<file path="src/rtl/regfile_wb_arbiter_pkg.sv">
// Shared constants and helpers for the register-file write-back arbiter.
package regfile_wb_arbiter_pkg;

  localparam int unsigned NREQ    = 3;
  localparam int unsigned NREG    = 4;
  localparam int unsigned REQ_ALU = 0;
  localparam int unsigned REQ_MEM = 1;
  localparam int unsigned REQ_IO  = 2;

  typedef logic [1:0] req_idx_t;
  typedef logic [1:0] reg_idx_t;

  // Next requester index in round-robin order, wrapping IO back to ALU.
  function automatic req_idx_t rr_next(input req_idx_t idx);
    return (idx == req_idx_t'(REQ_IO)) ? req_idx_t'(REQ_ALU) : idx + 2'd1;
  endfunction

endpackage

</file>
<file path="src/rtl/regfile_wb_arbiter_if.sv">
// Requester-side and register-file-side signals of the write-back arbiter.
interface regfile_wb_arbiter_if #(
  parameter int unsigned DW = 8
);
  import regfile_wb_arbiter_pkg::*;

  logic [NREQ-1:0] req;
  logic [1:0]      dest0;
  logic [1:0]      dest1;
  logic [1:0]      dest2;
  logic [DW-1:0]   data0;
  logic [DW-1:0]   data1;
  logic [DW-1:0]   data2;
  logic [NREQ-1:0] ack;
  logic            hold;
  logic [DW-1:0]   wr_data;
  logic            load0;
  logic            load1;
  logic            load2;
  logic            load3;
  logic            wr_busy;

  modport slave (
    input  req, dest0, dest1, dest2, data0, data1, data2, hold,
    output ack, wr_data, load0, load1, load2, load3, wr_busy
  );

  modport master (
    output req, dest0, dest1, dest2, data0, data1, data2, hold,
    input  ack, wr_data, load0, load1, load2, load3, wr_busy
  );

endinterface

</file>
<file path="src/rtl/rr_arbiter3.sv">
// Three-way round-robin arbiter: combinational one-hot grant plus priority pointer.
module rr_arbiter3
  import regfile_wb_arbiter_pkg::*;
(
  input  logic            clk,
  input  logic            reset,
  input  logic [NREQ-1:0] req_i,
  input  logic            hold_i,
  output logic [NREQ-1:0] ack_o
);

  req_idx_t ptr_q, ptr_d;
  req_idx_t cand;
  req_idx_t win;
  logic     found;

  always_comb begin
    ack_o = '0;
    found = 1'b0;
    win   = ptr_q;
    cand  = ptr_q;
    if (!reset && !hold_i) begin
      for (int k = 0; k < NREQ; k++) begin
        if (!found && req_i[cand]) begin
          ack_o[cand] = 1'b1;
          found       = 1'b1;
          win         = cand;
        end
        cand = rr_next(cand);
      end
    end
    // A grant always coincides with a transfer, since ack only rises on a live req.
    ptr_d = found ? rr_next(win) : ptr_q;
  end

  always_ff @(posedge clk) begin
    if (reset) begin
      ptr_q <= '0;
    end else begin
      ptr_q <= ptr_d;
    end
  end

endmodule

</file>
<file path="src/rtl/regfile_wb_arbiter.sv">
// Arbitrates three write requesters onto a single register-file write port,
// with a one-cycle registered write stage and dest-to-load decode.
module regfile_wb_arbiter
  import regfile_wb_arbiter_pkg::*;
#(
  parameter int unsigned DW = 8
) (
  input logic                 clk,
  input logic                 reset,
  regfile_wb_arbiter_if.slave bus
);

  logic [NREQ-1:0] ack;
  logic            xfer;
  logic            wb_valid_q, wb_valid_d;
  reg_idx_t        wb_dest_q, wb_dest_d;
  logic [DW-1:0]   wb_data_q, wb_data_d;
  logic [NREG-1:0] load;

  rr_arbiter3 u_arb (
    .clk    (clk),
    .reset  (reset),
    .req_i  (bus.req),
    .hold_i (bus.hold),
    .ack_o  (ack)
  );

  assign xfer = |(bus.req & ack);

  always_comb begin
    wb_valid_d = xfer;
    wb_dest_d  = wb_dest_q;
    wb_data_d  = wb_data_q;
    unique case (1'b1)
      ack[REQ_ALU]: begin
        wb_dest_d = bus.dest0;
        wb_data_d = bus.data0;
      end
      ack[REQ_MEM]: begin
        wb_dest_d = bus.dest1;
        wb_data_d = bus.data1;
      end
      ack[REQ_IO]: begin
        wb_dest_d = bus.dest2;
        wb_data_d = bus.data2;
      end
      default: ;
    endcase
  end

  always_ff @(posedge clk) begin
    if (reset) begin
      wb_valid_q <= 1'b0;
      wb_dest_q  <= '0;
      wb_data_q  <= '0;
    end else begin
      wb_valid_q <= wb_valid_d;
      wb_dest_q  <= wb_dest_d;
      wb_data_q  <= wb_data_d;
    end
  end

  // A write still pending while reset is high is dropped, never issued.
  always_comb begin
    load = '0;
    if (wb_valid_q && !reset) begin
      load[wb_dest_q] = 1'b1;
    end
  end

  assign bus.ack     = ack;
  assign bus.wr_data = wb_data_q;
  assign bus.load0   = load[0];
  assign bus.load1   = load[1];
  assign bus.load2   = load[2];
  assign bus.load3   = load[3];
  assign bus.wr_busy = |load;

endmodule

</file>
<file path="src/flat_wrapper.sv">
// flat-port wrapper written by rule: the top's interface ports become plain ports
module regfile_wb_arbiter_flat import regfile_wb_arbiter_pkg::*;
#(
  parameter int unsigned DW = 8
)
  (clk, reset, bus_req, bus_dest0, bus_dest1, bus_dest2, bus_data0, bus_data1, bus_data2, bus_hold, bus_ack, bus_wr_data, bus_load0, bus_load1, bus_load2, bus_load3, bus_wr_busy);
  regfile_wb_arbiter_if #(.DW(DW)) bus_i ();
  input logic clk;
  input logic reset;
  input wire logic [$bits(bus_i.req)-1:0] bus_req;
  input wire logic [$bits(bus_i.dest0)-1:0] bus_dest0;
  input wire logic [$bits(bus_i.dest1)-1:0] bus_dest1;
  input wire logic [$bits(bus_i.dest2)-1:0] bus_dest2;
  input wire logic [$bits(bus_i.data0)-1:0] bus_data0;
  input wire logic [$bits(bus_i.data1)-1:0] bus_data1;
  input wire logic [$bits(bus_i.data2)-1:0] bus_data2;
  input wire logic [$bits(bus_i.hold)-1:0] bus_hold;
  output wire logic [$bits(bus_i.ack)-1:0] bus_ack;
  output wire logic [$bits(bus_i.wr_data)-1:0] bus_wr_data;
  output wire logic [$bits(bus_i.load0)-1:0] bus_load0;
  output wire logic [$bits(bus_i.load1)-1:0] bus_load1;
  output wire logic [$bits(bus_i.load2)-1:0] bus_load2;
  output wire logic [$bits(bus_i.load3)-1:0] bus_load3;
  output wire logic [$bits(bus_i.wr_busy)-1:0] bus_wr_busy;
  assign bus_i.req = bus_req;
  assign bus_i.dest0 = bus_dest0;
  assign bus_i.dest1 = bus_dest1;
  assign bus_i.dest2 = bus_dest2;
  assign bus_i.data0 = bus_data0;
  assign bus_i.data1 = bus_data1;
  assign bus_i.data2 = bus_data2;
  assign bus_i.hold = bus_hold;
  assign bus_ack = bus_i.ack;
  assign bus_wr_data = bus_i.wr_data;
  assign bus_load0 = bus_i.load0;
  assign bus_load1 = bus_i.load1;
  assign bus_load2 = bus_i.load2;
  assign bus_load3 = bus_i.load3;
  assign bus_wr_busy = bus_i.wr_busy;
  regfile_wb_arbiter #(.DW(DW)) u_core (.clk(clk), .reset(reset), .bus(bus_i));
endmodule
</file>
<file path="config.mk">
export PLATFORM = sky130hd
export DESIGN_NAME = regfile_wb_arbiter_flat
export DESIGN_NICKNAME = d
export VERILOG_FILES = /design/src/rtl/regfile_wb_arbiter_pkg.sv /design/src/rtl/regfile_wb_arbiter_if.sv /design/src/rtl/rr_arbiter3.sv /design/src/rtl/regfile_wb_arbiter.sv /design/src/flat_wrapper.sv
export SDC_FILE = /design/constraint.sdc
export NUM_CORES = 1
export LEC_CHECK = 0
export CORE_MARGIN = 3
export CORE_UTILIZATION = 55
export CTS_BUF_LIST = sky130_fd_sc_hd__clkbuf_2
export CTS_CLUSTER_SIZE = 40
export DETAILED_ROUTE_END_ITERATION = 6
export DONT_BUFFER_PORTS = 1
export PLACE_DENSITY = 0.75
export SLEW_MARGIN = 20
export SYNTH_ARGS = -nofsm -noshare
export SYNTH_HDL_FRONTEND = slang
export SYNTH_SLANG_ARGS = --single-unit
</file>
<file path="constraint.sdc">
create_clock -name clk -period 2.2 [get_ports clk]
set_input_delay 0.55 -clock clk [delete_from_list [all_inputs] [get_ports clk]]
set_output_delay 0.55 -clock clk [all_outputs]
set_load 0.03 [all_outputs]
</file>
==> flow_summary.toml <==
[status]
status = "complete, no violations"

[timing]
period_needed_ns = 2.116
slew_headroom_pct = 61.12
final.setup.tns_ns = 0
hold_viol = 0
rsz0062_at_grt = "no"
fmax_ghz = 0.4726
setup_violations = 0
slew_viol_final = 0
fin_crit_sh_pct = 96.18
skew_ns = 0.007470
whs_ns = 0.3170
worstMarginPinSlew_ns = 0.5831

[critical_path]
crit_type = "reg -> out"
endpoint_kind = "primary output"
worst_path_dominant_cell_family = "simple AND/OR/NAND/NOR gates"
worstPathArrival_ns = 1.57
worst_path_max_delay_cell = "dfxtp_1"
crit_fanout = 6
cp_cell_sequence = "nand2b_2 > a21oi_1 > nand3b_1 > inv_1 > buf_4"
max_stage_delay_ns = 0.37
required_ns = 1.65
start_kind = "register"
cp_num_buf_inv = 2

[clock_tree]
insertion_delay_ns = 0.27
cts_sinks = 13
root_buffer = "clkbuf_2"
cts_hold_buf = 0
cts_buffer_depth = 2
cts_tree = "yes"
cts.htree.levels = 1
numCtsBuffers = 3
path_clk_slew_ns = 0.14
cts.repair.resized = 0

[yosys]
netlist_instances = 121
syn_area_per_cell_um2 = 7.693
yosysWarnings = 0
syn_area_um2 = 930.9
synth_nets = 157
ys_seq_elements = 13
ys_seq_area_share_pct = 27.96
synth_cell_types = 24

[global_routing]
track_usage_pct = 21.02
grt_pass1_vias = 750
grt_start_max_net_pins = 15
antenna_found_initial = 0
grt.overflow.total = 0
grt_first_pass_wirelength_um = 3325

[power_and_ir_drop]
p_leak_nw = 0.4068
total_power_uw = 564.3
ir_drop_mv = 0.2906
powerDensity_mw_per_mm2 = 556.1

[floorplan]
die_width_um = 47.14
die_area_mm2 = 0.002222
io_pins = 52
core_mm2 = 0.001541
initial_core_util_pct = 60.39
die_h_um = 47.14
std_cell_rows = 14

[detailed_routing]
wl_per_cell_um = 15.89
avgViaCountPerCell = 6.259
totalWireLength_um = 2272
firstDrtPassIters = 4
drc = 0
ant_nets = 0
dr.first_iter.drc_count = 31
vias = 895

[placed_design]
dp_hpwl_um = 1789
io_buffers = 0
place.gp.congestion = 0.8418
dp_cells = 135

[layout]
drive_above_1_share_pct = 22.83
final_cell_count_no_fill = 143
area_delta_synth_final_pct = 9.005
layout.nets = 164
diodes = 0

[flow_run]
cap_violations = 0

[min_path]
min_path_type = "in -> reg"
## cell families after synthesis
group | after synthesis | share of synthesized area (%)
flops | 13 | 27.96
simple gates | 45 | 25.14
compound gates | 37 | 35.08
buf+inv | 26 | 11.83
## per-stage QoR
stage               setup slack (ns)  area, µm²  util (%)
finish                       0.08409       1015     65.83
global route                0.008144       1015     65.83
CTS                          0.05175      984.7     63.88
detailed placement            0.1935      964.7     62.58
global placement              0.2429      964.7     62.58
floorplan                     0.1514      930.9         -
## layer usage
metal | wire length, µm | GRT usage (%) | share of wire, % | up-vias
met4 | 27 | 6.630 | 1.2 | 0
met2 | 1158 | 35.23 | 51 | 38
met5 | 0 | 0 | 0 | -
met3 | 173 | 3.831 | 7.6 | 4
met1 | 912 | 27.17 | 40 | 404
li1 | - | - | - | 449
## cell usage after synthesis
master | number | area share (%)
inv_1 | 15 | 6.0
nor2b_1 | 3 | 2.0
clkbuf_1 | 6 | 2.4
nor2_2 | 1 | 0.67
o21ai_0 | 1 | 0.54
a221oi_1 | 1 | 0.94
nor2_1 | 1 | 0.40
nand2_1 | 21 | 8.5
dfxtp_1 | 13 | 28
a31oi_1 | 1 | 0.67
nand3b_1 | 1 | 0.81
nand4b_4 | 1 | 2.6
nand3_1 | 11 | 5.9
o211ai_1 | 10 | 8.1
o22ai_1 | 10 | 6.7
a221oi_2 | 9 | 15
and3_1 | 5 | 3.4
a211oi_1 | 1 | 0.81
buf_6 | 1 | 1.2
o21a_1 | 1 | 0.81
buf_2 | 4 | 2.2
o2111ai_1 | 1 | 0.94
a21oi_1 | 2 | 1.1
nand2b_2 | 1 | 0.94
## cell usage in the layout (no fill, tap or decap)
cell type,n
o21a_1,1
nor2_2,1
nand2b_2,1
a221oi_2,9
nand3b_1,1
buf_4,13
inv_1,15
o22ai_1,10
a221oi_1,1
a21oi_1,2
o211ai_1,10
nor2_1,1
nor2b_1,3
o21ai_0,1
o2111ai_1,1
dfxtp_1,13
and3_1,5
a211oi_1,1
nand2_1,21
a31oi_1,1
nand4b_4,1
clkbuf_2,4
nand3_1,11
## path summary, 6_finish.rpt
kind | depth (start not counted) | startpoint | end | slack, ns
worst max register to register | 6 | u_core.u_arb.ptr_q[0]$_SDFFE_PP0P_ | u_core.bus.wr_data[5]$_SDFFE_PP0P_ | 0.19
worst min-delay path | 1 | reset | u_core.bus.wr_data[1]$_SDFFE_PP0P_ | 0.32
worst min register to register | 2 | u_core.wb_dest_q[0]$_SDFFE_PP0P_ | u_core.wb_dest_q[0]$_SDFFE_PP0P_ | 0.51
worst max-delay path | 5 | u_core.u_arb.ptr_q[0]$_SDFFE_PP0P_ | bus_ack[2] | 0.08
## repair_timing
action,CTS,global route
setup buffers,0,4
endpoints found under the hold margin,0,0
setup endpoints to repair,0,1
## power by group
part / internal, mW / switching (mW) / leakage (nW)
Sequential: 0.256 / 0.0392 / 0.107
Combinational: 0.0621 / 0.0778 / 0.283
Clock: 0.0482 / 0.0810 / 0.0166
Total: 0.366 / 0.198 / 0.407
## state kept, by name, summed over array words and instances (netlist names)
signal,cells
u_core.bus.wr_data,8
u_core.u_arb.ptr_q,2
u_core.wb_dest_q,2
u_core.wb_valid_q,1
## cell type report
type,instances,area (µm²)
Sequential cell,13,260.3
Clock buffer,4,20.02
Inverter,15,56.30
Tap cell,16,20.02
Fill cell,138,526.8
Multi-Input combinational cell,82,560.5
Timing Repair Buffer,13,97.59
(Power assumes the default switching activity.)
==> RTL edit 1, RTL diff (same flow settings) <==
`wb_data_q` no longer has a reset.
--- a/src/rtl/regfile_wb_arbiter.sv
+++ b/src/rtl/regfile_wb_arbiter.sv
@@ -53,10 +53,12 @@
       wb_valid_q <= 1'b0;
       wb_dest_q  <= '0;
-      wb_data_q  <= '0;
     end else begin
       wb_valid_q <= wb_valid_d;
       wb_dest_q  <= wb_dest_d;
-      wb_data_q  <= wb_data_d;
     end
+  end
+
+  always_ff @(posedge clk) begin
+    wb_data_q <= wb_data_d;
   end
 
Check against the original RTL: differs if reset is asserted again (counterexample within 4 cycles, from zero or initial values and one cycle with reset high); with reset held inactive, the same outputs for 10 cycles.
==> RTL edit 1 against the unedited design <==
Die area shrank 15%. Wire length shrank 25%. First-iteration DRC count shrank 55%. Design area shrank 17%. Core utilization grew 4.5 points. Sequential cell count is the same. Hold slack gained 0.017 ns. Worst setup slack gained 0.069 ns. Area after synthesis shrank 17%. Critical endpoint is now bus_ack[1].
Power is not compared: it rests on default switching activity, and its combinational part moved more than twofold at a synthesized area within 25%.
==> RTL edit 1: results (changes against the unedited design) <==
[cts] Reg clk slew, reported paths 0.12 ns [was 0.14 ns]
[yosys] cell types with the highest counts after synthesis 12 x inv_1, 12 x nor2_1, 11 x o21ai_0 [was 21 x nand2_1, 15 x inv_1, 13 x dfxtp_1]
[route] DRT iter0 DRCs 14 [was 31]
[worst_setup_path] kind of cell adding the most delay to the critical path flip-flops [was simple AND/OR/NAND/NOR gates]
[cts] post-CTS repair timing setup buffer count 0 [unchanged]
[global_route] largest net degree at the start of global routing 14 [was 15]
[cts] maximum count of clock buffers along a single path 2 [unchanged]
[sta] Worst Max-Slew Pin Slew 0.515 ns [was 0.583 ns]
[worst_setup_path] Arr. time, crit path 1.50 ns [was 1.57 ns]
[cts] CTS-repair resized insts 0 [unchanged]
[yosys] main area contributors after synthesis edfxtp_1 31%, dfxtp_1 13%, a22oi_1 7.8%, o21ai_0 7.1%, inv_1 5.8% [was dfxtp_1 28%, a221oi_2 15%, nand2_1 8.5%, o211ai_1 8.1%, o22ai_1 6.7%]
[yosys] proportion of synthesized flip-flops having asynchronous set or reset 0% [unchanged]
[global_route] global-route wire length before repair 2.75 mm [was 3.33 mm]
[global_route] global routing usage summed across all routing layers 19.3% [was 21.0%]
[route] TritonRoute pass-1 iters 4 [unchanged]
[sta] Setup Skew 0.00181 ns [was 0.00747 ns]
[worst_setup_path] largest fanout on the critical path 13 [was 6]
[worst_hold_path] class of the tightest hold or removal check in -> reg [unchanged]
[global_route] met2 GRT Util 32.7% [was 35.2%]
[yosys] count of unique library cells instantiated by Yosys 29 [was 24]
[yosys] number of enable-type register cells in the synthesized netlist 8 [was 0]
[global_route] met3 usage in global routing 7.88% [was 3.83%]
[cts] clock latency reported for the late side of the worst-skew pair 0.26 ns
[route] detailed-route via count 665 [was 895]
[run_status] status completed [unchanged]
[cells_and_area] Filler Cell Count 102 [was 138]
[place] sum of net half-perimeters after detailed placement 1.39 mm [was 1.79 mm]
[global_route] met1 track demand over resource in global routing 23.2% [was 27.2%]
[worst_setup_path] peak per-stage delay on the critical path 0.44 ns [was 0.37 ns]
[yosys] part of the Yosys area used for sequential elements 44.2% [was 28.0%]
[worst_setup_path] slowest stage cell, crit path dfxtp_1 [unchanged]
[cts] number of buffers added by the clock tree synthesis step 3 [unchanged]
[power_and_ir_drop] leakage power total 0.364 nW
[sta] setup violators final 0 [unchanged]
[place] routability-driven placement congestion ratio 0.855 [was 0.842]
[cells_and_area] share of final-layout standard cells stronger than drive strength 1 21.1% [was 22.8%]
[place] number of buffers added on ports 0 [unchanged]
[place] worst setup timing slack at the placement stage 0.184 ns [was 0.193 ns]
[route] sum of routed wire length over all layers 1.71 mm [was 2.27 mm]
[yosys] Yosys Warn Count 0 [unchanged]
[cts] H-tree levels 1 [unchanged]
[global_route] vias in the first global route 611 [was 750]
[cells_and_area] net count of the finished layout 132 [was 164]
[cells_and_area] Ant. Diodes 0 [unchanged]
[yosys] number of nets produced by synthesis 123 [was 157]
[power_and_ir_drop] switch share 28.1%
==> RTL edit 1: cell count changes after synthesis, sizes merged, moves of 4 or more <==
cell    change
nand2      -16
and3        -4
edfxtp      +8
a22oi       +8
o21ai      +10
a221oi     -10
nand3       -8
o22ai      -10
dfxtp       -8
o211ai     -10
nor2       +11
clkbuf      -6
==> RTL edit 1: cell type report <==
type	instances	share of cell area, %
Sequential cell	13	40.3
Tap cell	14	2.07
Timing Repair Buffer	7	6.22
Inverter	12	5.33
Multi-Input combinational cell	59	43.7
Clock buffer	4	2.37
==> RTL edit 1: per-layer routing <==
layer	vias to the layer above	share of wire [%]
met5	-	0
met4	0	0
met3	0	9.5
met2	37	52
met1	303	39
li1	325	-
==> RTL edit 1: final timing paths <==
path | start | end | slack [ns] | cells after the start
min reg2reg | u_core.u_arb.ptr_q[0] | u_core.u_arb.ptr_q[0] | 0.53 | 2
max | u_core.u_arb.ptr_q[0] | bus_ack[1] | 0.15 | 4
min | reset | u_core.wb_dest_q[1] | 0.33 | 1
max reg2reg | u_core.u_arb.ptr_q[0] | u_core.bus.wr_data[2] | 0.40 | 6
==> RTL edit 1: worst reg2reg max path, delay by kind of cell (launching register included) <==
family / cells / cell delay [ns]
DFF: 1 / 0.44
AOI/OAI and AO/OA: 2 / 0.30
and+or+nand+nor: 3 / 0.58
buffers and inverters: 1 / 0.24
==> RTL edit 1: per-stage QoR <==
step                power [W]  instance area (um2)  cells
floorplan            0.000357                  776     87
global placement     0.000369                  825    105
detailed placement   0.000372                  825    105
CTS                  0.000490                  845    109
global route         0.000516                  845    109
finish               0.000488                  845    109
==> RTL edit 1: cells by family after synthesis <==
kind of cell | after synthesis | synth area share [%]
and+or+nand+nor | 31 | 21.8
buffers and inverters | 15 | 8.60
DFF | 13 | 44.2
AOI/OAI and AO/OA | 28 | 25.5
==> RTL edit 1: power groups by stage <==
stage	Sequential, W	Combinational [W]	Clock (W)
after floorplan	0.000300	0.0000561	0
after global placement	0.000302	0.0000666	0
after detailed placement	0.000303	0.0000686	0
after CTS	0.000298	0.0000688	0.000124
after global routing	0.000300	0.0000763	0.000140
final	0.000298	0.0000686	0.000122
==> RTL edit 2, RTL diff (same settings) <==
Made on the original files. `DW` is set to 8 in 3 places; all go to 12.
--- a/src/rtl/regfile_wb_arbiter_if.sv
+++ b/src/rtl/regfile_wb_arbiter_if.sv
@@ -1,5 +1,5 @@
 // Requester-side and register-file-side signals of the write-back arbiter.
 interface regfile_wb_arbiter_if #(
-  parameter int unsigned DW = 8
+  parameter int unsigned DW = 12
 );
   import regfile_wb_arbiter_pkg::*;
--- a/src/rtl/regfile_wb_arbiter.sv
+++ b/src/rtl/regfile_wb_arbiter.sv
@@ -4,5 +4,5 @@
   import regfile_wb_arbiter_pkg::*;
 #(
-  parameter int unsigned DW = 8
+  parameter int unsigned DW = 12
 ) (
   input logic                 clk,
--- a/src/flat_wrapper.sv
+++ b/src/flat_wrapper.sv
@@ -2,5 +2,5 @@
 module regfile_wb_arbiter_flat import regfile_wb_arbiter_pkg::*;
 #(
-  parameter int unsigned DW = 8
+  parameter int unsigned DW = 12
 )
   (clk, reset, bus_req, bus_dest0, bus_dest1, bus_dest2, bus_data0, bus_data1, bus_data2, bus_hold, bus_ack, bus_wr_data, bus_load0, bus_load1, bus_load2, bus_load3, bus_wr_busy);
Ports: changed (resized bus_data0, bus_data1, bus_data2 and bus_wr_data); port bits go from 52 to 68. The function was not compared with the original's and may differ.
==> RTL edit 2 against the unedited design <==
Core utilization is 3.5 points lower. Sequential share of layout area is 1.4 points higher. Critical path depth is 1 lower. Area after synthesis is 31% higher. Global-route usage is 0.34 points higher. Power is 32% higher. Critical endpoint is now bus_ack[0]. First-iteration DRC count is 6.5% lower. Sequential cell count is 4 higher. Count of clock-buffer cells in the layout is 1 lower. Wire length is 28% higher. Worst setup slack better by 0.082 ns. Synthesized cell count is 7.4% higher. Design area is 24% higher. Register-to-register slack better by 0.35 ns.
==> RTL edit 2: results (changes against the unedited design) <==
[yosys] area share of the largest cell type after synthesis 28.0% [about the same]
[global_route] met1 track demand over resource in global routing 25.3% [was 27.2%]
[run_status] status completed [unchanged]
[global_route] met3 usage in global routing 7.04% [was 3.83%]
[route] detailed-route vias per instance 6.56 [was 6.26]
[yosys] number of nets produced by synthesis 178 [was 157]
[cells_and_area] net count of the finished layout 180 [was 164]
[yosys] part of the Yosys area used for sequential elements 28.0% [about the same]
[global_route] met2 GRT Util 36.2% [was 35.2%]
[yosys] proportion of synthesized flip-flops having asynchronous set or reset 0% [unchanged]
[cells_and_area] flip-flop count of the largest register after layout 12 [was 8]
[route] DRT iter0 DRCs 29 [was 31]
[route] WL met3 332 um [was 173 um]
[yosys] cell types with the highest counts after synthesis 28 x nand3_1, 17 x dfxtp_1, 11 x o21ai_1 [was 21 x nand2_1, 15 x inv_1, 13 x dfxtp_1]
[global_route] largest net degree at the start of global routing 19 [was 15]
[sta] Worst Max-Slew Pin Slew 0.522 ns [was 0.583 ns]
[power_and_ir_drop] Max VDD drop 0.000504 V [was 0.000291 V]
[cts] clock latency reported for the late side of the worst-skew pair 0.29 ns [was 0.27 ns]
[global_route] global routing usage summed across all routing layers 21.4% [was 21.0%]
[place] placement-stage cell area 0.00124 mm2 [was 965 um2]
[yosys] main area contributors after synthesis dfxtp_1 28%, a311oi_2 12%, nand3_1 12%, nor2_4 9.3%, o21ai_1 4.5% [was dfxtp_1 28%, a221oi_2 15%, nand2_1 8.5%, o211ai_1 8.1%, o22ai_1 6.7%]
[worst_setup_path] largest fanout on the critical path 10 [was 6]
[sta] Setup Skew 0.00847 ns [was 0.00747 ns]
[place] routability-driven placement congestion ratio 0.733 [was 0.842]
[route] M1 wire length 1.08 mm [was 912 um]
[worst_setup_path] launch point of the worst path u_core.u_arb.ptr_q[1] [was u_core.u_arb.ptr_q[0]]
[global_route] vias in the first global route 978 [was 750]
[yosys] count of unique library cells instantiated by Yosys 36 [was 24]
[cells_and_area] share of final-layout standard cells stronger than drive strength 1 32.8% [was 22.8%]
[cells_and_area] Filler Cell Count 170 [was 138]
[worst_setup_path] Arr. time, crit path 1.48 ns [was 1.57 ns]
-- RTL edit 2: layout make-up --
type | count | area [um2] | area share (%)
multi-input combinational | 98 | 778 | 61.7
sequential | 17 | 342 | 27.1
clock buffer | 3 | 15.0 | 1.19
inverter | 4 | 15.0 | 1.19
tap | 27 | 33.8 | 2.68
timing repair buffer | 8 | 72.6 | 5.75
clock inverter | 1 | 5.00 | 0.397
-- RTL edit 2: worst paths after layout --
check / slack (ns) / to / cells after the start
worst max-delay path: 0.17 / bus_ack[0] / 4
worst min-delay path: 0.30 / u_core.bus.wr_data[8] / 1
worst min register to register: 0.57 / u_core.wb_dest_q[0] / 2
worst max register to register: 0.54 / u_core.wb_dest_q[1] / 5
-- RTL edit 2: kinds of logic after synthesis --
logic type | share of synthesized area (%)
flip-flops | 28.0
AO/OA/AOI/OAI | 33.9
buffers and inverters | 8.55
AND/OR/NAND/NOR | 29.6
-- RTL edit 2: critical path: stages, from the launching register on --
cell	delay (ns)
dfxtp_2	0.41
o21bai_1	0.20
o2111ai_4	0.33
inv_1	0.08
buf_4	0.17
-- RTL edit 2: power breakdown --
group | total, W | switching (W) | internal (W)
combinational | 0.000197 | 0.000111 | 0.0000858
sequential | 0.000408 | 0.0000716 | 0.000337
clock | 0.000139 | 0.0000976 | 0.0000412
total | 0.000744 | 0.000280 | 0.000464
-- RTL edit 2: what timing repair did --
action                     4_1_cts  5_1_grt
resized for setup                0        1
setup endpoints to repair        0        3
hold buffers                     0        0
-- RTL edit 2: per-stage QoR --
stage,hold WS (ns),instances,utilization (%),worst slack [ns]
after CTS,0.284,158,62.3,0.0882
after global placement,0.532,154,61.3,0.310
after floorplan,0.514,130,-,0.106
after global routing,0.251,158,62.4,0.0445
final,0.299,158,62.4,0.167
after detailed placement,0.550,154,61.3,0.249
